--- src/rtl/if_fetch.sv ---
// Instruction-fetch front end: owns the PC and talks req/ack to imem.
// Presents if_pc/if_inst to IF/ID; one-deep hold buffer absorbs stalls.
module if_fetch #(
  parameter logic [31:0] RESET_PC = 32'h0000_0000
) (
  input  logic        clk,
  input  logic        rst,
  input  logic [5:0]  stall,
  input  logic        flush,
  input  logic [31:0] new_pc,
  input  logic        branch_flag,
  input  logic [31:0] branch_target,
  output logic        imem_req,
  output logic [31:0] imem_addr,
  input  logic        imem_ack,
  input  logic [31:0] imem_rdata,
  output logic [31:0] if_pc,
  output logic [31:0] if_inst,
  output logic        stallreq_if
);

  typedef enum logic [1:0] {
    START,
    FETCH,
    HOLD
  } state_t;

  state_t      state;
  state_t      state_n;

  logic [31:0] pc;
  logic [31:0] pc_n;
  logic [31:0] req_addr;
  logic [31:0] req_addr_n;
  logic [31:0] hold_pc;
  logic [31:0] hold_pc_n;
  logic [31:0] hold_inst;
  logic [31:0] hold_inst_n;
  logic        hold_vld;
  logic        hold_vld_n;
  logic        drop;
  logic        drop_n;
  logic [31:0] if_pc_n;
  logic [31:0] if_inst_n;

  logic        stop;
  logic        redirect;
  logic [31:0] redir_pc;
  logic        in_fetch;
  logic        take;
  logic        new_req;

  logic        unused_stall;

  assign unused_stall = ^stall[5:1];

  assign stop     = stall[0];
  assign redirect = flush | branch_flag;
  assign redir_pc = flush ? new_pc : branch_target;
  assign in_fetch = (state == FETCH);

  // A returned word is kept only if it was not squashed.
  assign take = in_fetch & imem_ack & ~drop & ~redirect;

  assign imem_req    = in_fetch;
  assign imem_addr   = req_addr;
  assign stallreq_if = imem_req & ~imem_ack;

  // Next-state, PC, hold buffer and presented pair.
  always_comb begin
    state_n     = state;
    pc_n        = pc;
    req_addr_n  = req_addr;
    hold_pc_n   = hold_pc;
    hold_inst_n = hold_inst;
    hold_vld_n  = hold_vld;
    drop_n      = drop;
    if_pc_n     = if_pc;
    if_inst_n   = if_inst;
    new_req     = 1'b0;

    unique case (state)
      START: begin
        state_n = FETCH;
        new_req = 1'b1;
      end
      FETCH: begin
        if (imem_ack) begin
          drop_n  = 1'b0;
          new_req = 1'b1;
          if (take) begin
            pc_n = req_addr + 32'd4;
            if (stop) begin
              hold_pc_n   = req_addr;
              hold_inst_n = imem_rdata;
              hold_vld_n  = 1'b1;
              state_n     = HOLD;
              new_req     = 1'b0;
            end
          end
        end else if (redirect) begin
          drop_n = 1'b1;
        end
      end
      HOLD: begin
        if (!stop || redirect) begin
          state_n = FETCH;
          new_req = 1'b1;
        end
      end
      default: begin
        state_n = START;
      end
    endcase

    if (!stop) begin
      if (hold_vld) begin
        if_pc_n    = hold_pc;
        if_inst_n  = hold_inst;
        hold_vld_n = 1'b0;
      end else if (take) begin
        if_pc_n   = req_addr;
        if_inst_n = imem_rdata;
      end else begin
        if_pc_n   = 32'd0;
        if_inst_n = 32'd0;
      end
    end

    if (redirect) begin
      pc_n       = redir_pc;
      hold_vld_n = 1'b0;
      if_pc_n    = 32'd0;
      if_inst_n  = 32'd0;
    end

    if (new_req) begin
      req_addr_n = pc_n;
    end
  end

  // State and datapath registers.
  always_ff @(posedge clk or negedge rst) begin
    if (!rst) begin
      state     <= START;
      pc        <= RESET_PC;
      req_addr  <= RESET_PC;
      hold_pc   <= 32'd0;
      hold_inst <= 32'd0;
      hold_vld  <= 1'b0;
      drop      <= 1'b0;
      if_pc     <= 32'd0;
      if_inst   <= 32'd0;
    end else begin
      state     <= state_n;
      pc        <= pc_n;
      req_addr  <= req_addr_n;
      hold_pc   <= hold_pc_n;
      hold_inst <= hold_inst_n;
      hold_vld  <= hold_vld_n;
      drop      <= drop_n;
      if_pc     <= if_pc_n;
      if_inst   <= if_inst_n;
    end
  end

endmodule

--- config.mk ---
export PLATFORM = sky130hd
export DESIGN_NAME = if_fetch
export DESIGN_NICKNAME = d
export VERILOG_FILES = /design/src/rtl/if_fetch.sv
export SDC_FILE = /design/constraint.sdc
export NUM_CORES = 1
export LEC_CHECK = 0
export ABC_AREA = 1
export CAP_MARGIN = 25
export CELL_PAD_IN_SITES_DETAIL_PLACEMENT = 1
export CELL_PAD_IN_SITES_GLOBAL_PLACEMENT = 1
export CORE_MARGIN = 3
export CORE_UTILIZATION = 25
export CTS_CLUSTER_DIAMETER = 60
export CTS_CLUSTER_SIZE = 25
export DETAILED_ROUTE_END_ITERATION = 8
export PLACE_DENSITY_LB_ADDON = 0.1
export SYNTH_ARGS = -nofsm -noshare
export SYNTH_HDL_FRONTEND = slang
export SYNTH_SLANG_ARGS = --single-unit
export TNS_END_PERCENT = 5
--- constraint.sdc ---
create_clock -name clk -period 1.6 [get_ports clk]
set_clock_uncertainty 0.05 [all_clocks]
set_input_delay 0.32 -clock clk [delete_from_list [all_inputs] [get_ports clk]]
set_output_delay 0.32 -clock clk [all_outputs]
set_load 0.05 [all_outputs]
==> results.json <==
{
  "status": "finished, violations left",
  "violations": "setup timing",
  "peakVddDrop_v": 0.0006526,
  "viasPerCell": 4.579,
  "cts.sinks": 196,
  "grt_usage_pct": 18.51,
  "pwr-share-comb_pct": 46.6,
  "cts-root-buf": "clkbuf_16",
  "fmax_mhz": 560.7,
  "clkTransAtPathRegs_ps": 80,
  "seqPwrFrac_pct": 32.0,
  "antenna_found_initial": 0,
  "period_needed_ps": 1783,
  "synth-edff-count": 0,
  "final_nets": 1613,
  "yosysTopAreaCell": "dfrtp_1",
  "path_buf_inv": 3,
  "period_share_pct": 111.5,
  "crit_path_cell_trace": "nand2_1, nor2_1, buf_4, nand3b_1, nor2_2, buf_4, buf_4, nand2_1, o211ai_1, nand2_1, nand2_2",
  "endpoint_kind": "register",
  "r2r_start": "imem_addr[4]",
  "dr.pass1.iters": 4,
  "grt_start_max_net_pins": 66,
  "hold_path.class": "in2async",
  "grt_overflow": 0,
  "crit_type": "reg2reg",
  "finalWorstSetupSlack_ps": -183.4,
  "p_per_area_nw_per_um2": 1476,
  "dp_cells": 1986,
  "p_leak_nw": 7.201,
  "synthesis.nets": 1296,
  "synth-main-ff-cell": "dfrtp_1",
  "io_buffers": 199,
  "netSwitchingFraction_pct": 38.89,
  "cpMaxStageDelayCell": "dfrtp_2",
  "drc_errors": 0,
  "final_cell_count_no_fill": 2029,
  "arrival_ps": 2110,
  "gp_congestion": 0.7987,
  "die_width_um": 201.7,
  "maxCapViolCount": 0,
  "worst-r2r-cell-count": 11,
  "worst_pin_slew_ps": 510.3,
  "die-area_um2": 40700,
  "postRouteAntennaNets": 0,
  "start_util_pct": 25.37,
  "routed_wl_mm": 38.07,
  "fp.coreArea_um2": 37760,
  "yosysUniqueCellTypes": 37,
  "final_max_slew_viol_count": 0,
  "synth_seq_cells": 196,
  "synth-seq-area-share_pct": 51.20,
  "syn_to_final_growth_pct": 63.07,
  "timing.rr.end": "imem_addr[19]",
  "vias": 9290,
  "synthArstFlopShare_pct": 100.0,
  "post_dp_cell_area_um2": 14350,
  "design_area_um2": 15620,
  "r2r_slack_ps": -180,
  "slew_headroom_pct": 65.98,
  "worstPathMaxFanout": 4,
  "yosysWarningCount": 0,
  "clockBufferDepth": 2,
  "setup_viol": 117,
  "worstSkewPairLatency_ps": 450,
  "wire_per_inst_um": 18.76,
  "cp_slowest_stage_delay_ps": 420,
  "die_y_um": 201.7,
  "power_switching_mw": 8.968,
  "cts_buffers": 17,
  "fillers": 4340,
  "placementRows": 71,
  "syn_area_um2": 9579,
  "grt_pass1_vias": 9884,
  "dp_hpwl_mm": 27.49,
  "crit_path_start_kind": "register",
  "critPathTopFamily": "simple AND/OR/NAND/NOR gates",
  "diodes": 0,
  "rsz0062_at_grt": "true",
  "cts_tree": "done",
  "final_util_pct": 41.38,
  "drive_above_1_share_pct": 27.87,
  "syn_avg_cell_area_um2": 8.063,
  "htreeDepth": 4,
  "pin_count": 205,
  "clkPwrFrac_pct": 21.4,
  "drt_iter0_markers": 383,
  "tns_ps": -11450,
  "crit_required_ps": 1930,
  "synthCells": 1188,
  "hold_violations": 0,
  "synth_top_cell_area_share_pct": 51.20,
  "synth_area_leaders": "dfrtp_1, nand2_1, o21ai_0, nor2_1, inv_1",
  "grt_first_pass_wirelength_mm": 58.89,
  "p_int_mw": 14.09
}
==> through the flow <==
step	hold WS [ps]	worst slack, ps	power, mW
global placement	244.0	-647.6	17.20
global route	350.9	-300.6	24.42
finish	325.4	-183.4	23.06
floorplan	-25.59	-235.4	11.69
detailed placement	243.6	-669.6	17.36
CTS	317.9	-219.9	23.01
==> worst reg2reg max path, cell delays in order, from the launching register on <==
cell and delay (ps):
dfrtp_2 420, nand2_1 70, nor2_1 120, buf_4 160, nand3b_1 190, nor2_2 140, buf_4 140, buf_4 110
nand2_1 50, o211ai_1 120, nand2_1 100, nand2_2 60
==> power by group through the flow <==
stage	Combinational, mW	Clock (mW)	Sequential (mW)
floorplan	2.97	0	8.72
global placement	9.88	0	7.32
detailed placement	10.0	0	7.37
CTS	10.6	5.08	7.34
global route	11.6	5.26	7.55
finish	10.7	4.93	7.38
==> Yosys cell counts (all sizes together) (3+ instances only) <==
library cell,number
nand3,38
a21oi,42
o2111ai,38
a31oi,8
inv,104
o211ai,8
nand2,342
dfrtp,196
nand4,3
a22o,24
buf,30
clkbuf,43
xor2,5
nor2,133
o21ai,156
nor3,3
nand3b,3
==> metal layers <==
metal,vias up,share of wire [%],track usage (%)
met4,0,1.4,4.760
met5,-,0,0
met2,196,46,29.51
li1,4545,-,-
met3,26,3.4,2.831
met1,4523,49,26.38
==> kinds of logic after synthesis <==
kind of cell | share of synthesized area (%)
AO/OA/AOI/OAI | 18.38
XOR/XNOR | 0.5486
adder cells (fa/ha/maj) | 0.1306
buffers and inverters | 7.863
flip-flops | 51.20
AND/OR/NAND/NOR | 21.88
==> flip-flops by register name, indices dropped and copies added, names as in the netlist <==
signal and flops:
hold_inst 32, imem_addr 32, hold_vld 1, state 2, pc 32, if_pc 32, drop 1, hold_pc 32
if_inst 32
==> repair_timing <==
action                     in CTS  in global routing
hold buffers                    1                  0
buffers inserted                5                  0
hold endpoints to repair       33                  0
gates cloned                    1                  4
setup endpoints to repair     182                211
pin swaps                       8                  7
gates resized for setup        91                115
==> worst max path at each step <==
stage                       from       endpoint  slack (ps)  cells after the start
floorplan           imem_addr[3]  imem_addr[22]        -240                     10
global placement        imem_ack  imem_addr[31]        -650                     11
detailed placement         flush  imem_addr[23]        -670                      9
CTS                     state[1]    stallreq_if        -220                      6
global route            state[1]    hold_pc[18]        -300                     11
finish              imem_addr[4]  imem_addr[19]        -180                     11
==> layout by cell type (no fill, tap or decap), drive strengths merged <==
cell and n:
a22oi 2, ha 1, o21bai 1, dlygate4sd3 1
nand3b 3, nand2 342, nor2 133, nor3 3
o221ai 2, nand3 38, a31oi 8, bufinv 5
a22o 24, inv 104, clkdlybuf4s50 100, buf 267
clkinvlp 2, dfrtp 196, o22ai 2, xnor2 1
o31ai 1, xor2 5, o2111ai 38, clkbuf 23
o21ai 156, nand4 3, o211ai 8, a21oi 42
clkinv 7
==> cell type report <==
class / count / area [um^2] / share of cell area [%]
sequential: 196 / 4925 / 31.53
multi-input combinational: 813 / 4240 / 27.14
tap: 511 / 639.4 / 4.093
timing repair buffer: 371 / 4746 / 30.38
inverter: 106 / 414.1 / 2.651
clock buffer: 20 / 456.7 / 2.924
clock inverter: 12 / 200.2 / 1.282
Note: power is estimated with default switching activity, not from simulation.
